`src/rtl/width_128to24.sv`:
```
// width_128to24: unpacks 128-bit words into 24-bit samples, MSB-first, via a 151-bit residue buffer.
// Optional WIDTH_128TO24_FLUSH_EN adds a synchronous flush input that drops any residue.
module width_128to24 (
    input  logic         clk,
    input  logic         rst_n,
    input  logic         valid_in,
    input  logic [127:0] data_in,
    output logic         ready_in,
    output logic         valid_out,
    output logic [23:0]  data_out,
    input  logic         ready_out
`ifdef WIDTH_128TO24_FLUSH_EN
    ,
    input  logic         flush
`endif
);

    logic [150:0] buf_q;
    logic [150:0] buf_d;
    logic [150:0] buf_shifted;
    logic [150:0] word_placed;
    logic [7:0]   cnt_q;
    logic [7:0]   cnt_d;
    logic [7:0]   cnt_popped;
    logic         flush_active;
    logic         has_sample;
    logic         fire_in;
    logic         fire_out;

`ifdef WIDTH_128TO24_FLUSH_EN
    assign flush_active = flush;
`else
    assign flush_active = 1'b0;
`endif

    assign has_sample = (cnt_q >= 8'd24);
    assign valid_out  = has_sample && !flush_active;
    assign data_out   = buf_q[150:127];
    assign fire_out   = valid_out && ready_out;

    // A word is only accepted if it fits once the current sample (if any) leaves.
    assign ready_in = !flush_active &&
                      ((cnt_q < 8'd24) || ((cnt_q < 8'd48) && fire_out));
    assign fire_in  = valid_in && ready_in;

    always_comb begin
        cnt_popped  = fire_out ? (cnt_q - 8'd24) : cnt_q;
        buf_shifted = fire_out ? {buf_q[126:0], 24'd0} : buf_q;
        // Land the new word directly below the surviving residue bits.
        word_placed = {data_in, 23'd0} >> cnt_popped;
        buf_d       = buf_shifted;
        cnt_d       = cnt_popped;
        if (flush_active) begin
            buf_d = '0;
            cnt_d = '0;
        end else if (fire_in) begin
            buf_d = buf_shifted | word_placed;
            cnt_d = cnt_popped + 8'd128;
        end
    end

    always_ff @(posedge clk or negedge rst_n) begin
        if (!rst_n) begin
            buf_q <= '0;
            cnt_q <= '0;
        end else begin
            buf_q <= buf_d;
            cnt_q <= cnt_d;
        end
    end

endmodule
```
`config.mk`:
```
export PLATFORM = sky130hd
export DESIGN_NAME = width_128to24
export DESIGN_NICKNAME = d
export VERILOG_FILES = /design/src/rtl/width_128to24.sv
export SDC_FILE = /design/constraint.sdc
export NUM_CORES = 1
export LEC_CHECK = 0
export ABC_AREA = 1
export BUFFER_PORTS_ARGS = -buffer_cell sky130_fd_sc_hd__buf_2
export CAP_MARGIN = 10
export CORE_MARGIN = 2
export CORE_UTILIZATION = 55
export DETAILED_ROUTE_END_ITERATION = 6
export PLACE_DENSITY = 0.76
export REMOVE_ABC_BUFFERS = 1
export SLEW_MARGIN = 20
export SYNTH_ARGS = -nofsm -noshare
export SYNTH_HDL_FRONTEND = slang
export SYNTH_SLANG_ARGS = --single-unit
```
`constraint.sdc`:
```
create_clock -name clk -period 2.9 [get_ports clk]
set_input_delay 0.145 -clock clk [delete_from_list [all_inputs] [get_ports clk]]
set_output_delay 0.145 -clock clk [all_outputs]
set_load 0.01 [all_outputs]
```
# Word-level counts from Yosys, hierarchy flattened
# Cells that the tools add are included.
[word_totals] register_bits=159 in_bits=132 out_inout_bits=26
[classes] n_addsub=2 magnitude_cmp=3 shifts=1 mux=4 bitwise=1 n_reduce_logical=4
[op_table] operator="151-bit two-way mux" count=2
[op_table] operator="151-bit OR" count=1
[op_table] operator="151-bit by 8-bit right shift with 151-bit output" count=1
[op_table] operator="8-bit two-way mux" count=2
[op_table] operator="8-bit adder (second input constant)" count=1
[op_table] operator="8-bit by 5-bit >= comparator with 1-bit output (second input constant)" count=1
[op_table] operator="8-bit by 5-bit < comparator with 1-bit output (second input constant)" count=1
[op_table] operator="8-bit by 6-bit < comparator with 1-bit output (second input constant)" count=1
[op_table] operator="8-bit by 5-bit subtractor with 8-bit output (second input constant)" count=1
[op_table] operator="1-bit logical AND" count=3
[op_table] operator="1-bit logical OR" count=1

# Longest topological paths before layout
[depth] depth_word=6 depth_mapped=17 depth_no_buf=15

# Worst setup path before layout
# OpenSTA, ideal clock, no wires.
[synth_timing] path_kind="reg-to-reg" from="register cnt_q[3]" to="register buf_q[106]" setup_ns=0.124 t_arrival_ns=2.020 required_ns=2.776 setup_slack_ns=0.756 stages_incl_launch_ff=17 path_buffers=3 synth_period_minus_slack_ns=2.144 cell_sequence="dfrtp_1 ha_1 nand2_2 nand3_4 nand2_2 inv_2 buf_6 o211ai_1 nand2_1 nand2_2 nor2_8 nand2_2 buf_6 inv_2 buf_4 nand2_1 nand3_1"
[synth_via] elab_chain_len=6 word_cells_on_any_way=13
[synth_rtl] element="from (decl)" line_no="22" text="logic [7:0] cnt_q;"
[synth_rtl] element="from (signal assigned)" line_no="68" text="cnt_q <= cnt_d;"
[synth_rtl] element="8-bit by 5-bit >= comparator with 1-bit output" line_no="36" text="assign has_sample = (cnt_q >= 8'd24);"
[synth_rtl] element="via valid_out" line_no="9" text="output logic valid_out,"
[synth_rtl] element="1-bit logical AND" line_no="39" text="assign fire_out = valid_out && ready_out;"
[synth_rtl] element="1-bit logical AND" line_no="43" text="((cnt_q < 8'd24) || ((cnt_q < 8'd48) && fire_out));"
[synth_rtl] element="1-bit logical OR" line_no="43"
[synth_rtl] element="via ready_in" line_no="8" text="output logic ready_in,"
[synth_rtl] element="1-bit logical AND" line_no="44" text="assign fire_in = valid_in && ready_in;"
[synth_rtl] element="151-bit two-way mux" line_no="56" text="end else if (fire_in) begin"
[synth_rtl] element="via buf_d[106]" line_no="19" text="logic [150:0] buf_d;"
[synth_rtl] element="to (signal assigned)" line_no="67" text="buf_q <= buf_d;"
[synth_rtl] element="to (decl)" line_no="18" text="logic [150:0] buf_q;"
# The timed path passes the listed nets, and every way through them passes these cells.

# Worst setup path after layout
[layout_timing] from="register cnt_q[3]" to="register buf_q[55]"
[layout_via] elab_chain_len=6 word_cells_on_any_way=13
[layout_rtl] element="8-bit by 5-bit >= comparator with 1-bit output" line_no="36"
[layout_rtl] element="1-bit logical AND" line_no="39"
[layout_rtl] element="8-bit two-way mux / 1-bit logical AND (equally long branches)" line_no="47, 43"
[layout_rtl] element="151-bit by 8-bit right shift with 151-bit output / 1-bit logical OR (equally long branches)" line_no="50, 43"
[layout_rtl] element="151-bit OR / 1-bit logical AND (equally long branches)" line_no="57, 44"
[layout_rtl] element="151-bit two-way mux *" line_no="56"
[layout_rtl] element="via buf_d[55]" line_no="19"
# Mark *: on every way through the listed nets, which the timed path passes. The rest lies on a longest branch.

==> flow_metrics.tcl <==
set metrics [dict create \
    worst_slew_pin_slew_ns 1.09 \
    grt_pass1_wl_mm 68.5 \
    grt_pass1_vias 13600 \
    num_io_pins 158 \
    cp_top_family "simple AND/OR/NAND/NOR gates" \
    via_count 14600 \
    grt_max_degree 111 \
    dp_hpwl_mm 29.8 \
    ff_latch_area_sq_um 3900 \
    syn_area_sq_um 12700 \
    critPathMaxFanout 45 \
    clkSlewWorstSetupHoldPaths_ns 0.07 \
    n_fill_cell 2195 \
    route.detailed.drc 0 \
    clock_power_share_pct 11.6 \
    cp.arrival_ns 3.09 \
    power_frac_comb_pct 68.7 \
    ys_ff_latch 156 \
    clk_latency_ns 0.44 \
    vdd_drop_max_v 0.000824 \
    r2r_cells 13 \
    antenna_found_initial 0 \
    h-tree-depth 4 \
    cp_num_cells 13 \
    skew_ns 0.0150 \
    root_buffer "clkbuf_16" \
    tns_ns 0 \
    drt_iter0_drc 1456 \
    intPower_mw 8.41 \
    crit_required_ns 3.28 \
    area_growth_pct 11.3 \
    finalSetupViolations 0 \
    fp-row-count 55 \
    max-slew-margin-rel_pct 27.3 \
    finalCritPeriodShare_pct 93.6 \
    hold_path_class "input pin to flop" \
    grt_overflow 0 \
    layout.nets 2239 \
    fin_area_sq_um 14200 \
    rsz0062_at_grt "no" \
    rr_endpoint "buf_q[55]" \
    dieArea_sq_um 24400 \
    routed_via_density 6.09 \
    drtAntennaViolNets 0 \
    cts_sinks 156 \
    numCtsBuffers 17 \
    maxCapViolations 0 \
    slowest_stage "dfrtp_1" \
    status "complete, no violations" \
    yosysWarnings 0 \
    syn_area_per_cell_sq_um 6.23 \
    cp-end-kind "flop" \
    hold_violations 0 \
    p_leak_nw 7.08 \
    power_switching_mw 10.1 \
    startpoint "cnt_q[3]" \
    synth_cells 2046 \
    antenna_cells 0 \
    startpoint_type "flop" \
    netSwitchingFraction_pct 54.5 \
    worstSetupPathType "flop to flop" \
    gp_congestion 0.925 \
    fmax_ghz 0.368 \
    p_per_area_nw_per_um2 1300 \
    drt_wl_total_mm 43.2 \
    fp.coreArea_sq_um 22700 \
    multiInputGateArea_sq_um 7740 \
    die_w_microns 156 \
    track_usage_pct 35.4 \
    cp-endpoint "buf_q[55]" \
    p_seq_share_pct 19.7 \
    drt_pass1_iterations 7 \
    die_y_microns 156 \
    initial_core_util_pct 56.1 \
    drive_gt1_share_pct 13.7 \
    cts_max_path_buffers 2 \
    numPortBuffers 157 \
    max_stage_delay_ns 0.45 \
    wl_per_cell_microns 18.0 \
    yosysUniqueCellTypes 40 \
    cts_tree "built" \
    yosysSeqAreaShare_pct 30.6 \
    final.min_clock_period_ns 2.72 \
    rrSetupSlack_ns 0.18 \
    r2r_start "cnt_q[3]" \
    worstPathCellList "ha_1 -> nand2_2 -> nand3_4 -> nand2_8 -> nand2_2 -> nand2_2 -> buf_12 -> o21ai_0 -> o21ai_0 -> nand2_1 -> a21oi_1 -> nand2_1 -> nand2_1" \
    placed_area_sq_um 13500 \
    drv_slew 0 \
    cp_num_buf_inv 1 \
]
-- power groups by stage --
stage               combinational, mW  clock, mW  sequential (mW)
detailed placement               12.2          0             3.66
floorplan                        8.13          0             3.58
CTS                              12.3       2.15             3.64
global route                     13.9       2.24             3.74
finish                           12.7       2.14             3.65
global placement                 12.1          0             3.64
-- Yosys cell counts, drive strengths merged --
cell type	n	share of area, %
xor2	2	0.14
a21oi	63	2.5
o21ai	159	6.5
and2	39	1.9
o22ai	7	0.34
o221ai	1	0.069
dfrtp	156	31
ha	1	0.098
a21boi	8	0.47
o21a	6	0.35
nor3	7	0.43
nand3	486	19
clkbuf	61	1.8
buf	116	5.7
inv	59	1.8
mux2i	7	0.55
nand3b	3	0.18
nand2	729	22
o211ai	32	2.1
nor2	92	2.9
nand4	2	0.098
o21bai	10	0.59
-- through the flow --
stage                     util [%]  setup WS [ns]  hold WS (ns)  power (mW)  instances
after floorplan                  -          -3.83        -0.151        11.7       1869
after global placement        59.6          0.174         0.197        15.8       2366
after detailed placement      59.6         0.0830         0.199        15.9       2366
after CTS                     62.1         0.0633        0.0953        18.1       2399
after global routing          62.4         0.0175         0.102        19.9       2404
final                         62.4          0.185         0.102        18.5       2404
-- routing by layer --
layer / GRT usage, % / part of all wire (%) / up-vias
met4: 15.9 / 4.0 / 0
li1: - / - / 6920
met1: 46.0 / 40 / 6700
met5: 0 / 0 / -
met2: 57.3 / 45 / 868
met3: 6.89 / 10 / 142
-- worst min-delay path: cells and delay by family --
kind	cells	cell delay (ns)
buf+inv	1	0.11
simple gates	3	0.23
-- how the worst min path moves through the flow --
stage               startpoint         end  slack [ns]  depth (start not counted)
detailed placement       rst_n  buf_q[145]        0.20                          1
global placement         rst_n  buf_q[145]        0.20                          1
floorplan                rst_n    buf_q[0]       -0.15                          0
global route          valid_in    cnt_q[7]        0.10                          4
finish                valid_in    cnt_q[7]        0.10                          4
CTS                   valid_in    cnt_q[7]         0.1                          4
-- cells by family (layout without fill, tap and decap cells) --
| kind of cell | after synthesis | count (layout) | synth area share [%] |
|---|---|---|---|
| muxes | 7 | 7 | 0.550 |
| buffers and inverters | 236 | 308 | 9.23 |
| adders and majority gates | 1 | 1 | 0.0982 |
| DFF | 156 | 156 | 30.6 |
| AOI/OAI and AO/OA | 286 | 286 | 12.9 |
| and+or+nand+nor | 1358 | 1359 | 46.4 |
| xor gates and xnor gates | 2 | 2 | 0.138 |
-- cells in the final DEF, fill, tap and decap left out, drive strengths merged --
master | netlist | routed
nand2 | 729 | 730
nand3 | 486 | 486
buf | 116 | 216
o21ai | 159 | 159
dfrtp | 156 | 156
nor2 | 92 | 92
inv | 59 | 66
a21oi | 63 | 63
and2 | 39 | 39
o211ai | 32 | 32
clkbuf | 61 | 18
o21bai | 10 | 10
a21boi | 8 | 8
mux2i | 7 | 7
o22ai | 7 | 7
nor3 | 7 | 7
o21a | 6 | 6
clkinv | 0 | 5
nand3b | 3 | 3
nand4 | 2 | 2
xor2 | 2 | 2
clkinvlp | 0 | 2
o221ai | 1 | 1
ha | 1 | 1
dlygate4sd3 | 0 | 1
-- layout make-up --
type                       instances  share of cell area (%)
clock inverter                    14                   0.768
timing repair buffer             217                    9.92
sequential                       156                    27.5
multi-input combinational       1655                    54.6
tap                              285                    2.52
inverter                          59                    1.58
clock buffer                      18                    3.10
-- flip-flops by register name, summed over array words and instances, names as in the netlist --
signal / count
cnt_q: 5
buf_q: 151
-- repair_timing --
action,4_1_cts,5_1_grt
resized for setup,0,6
buffers inserted,0,4
endpoints found under the setup margin,0,34
hold buffers,1,0
endpoints found under the hold margin,65,0
No activity file was read; power rests on OpenSTA's default activity.
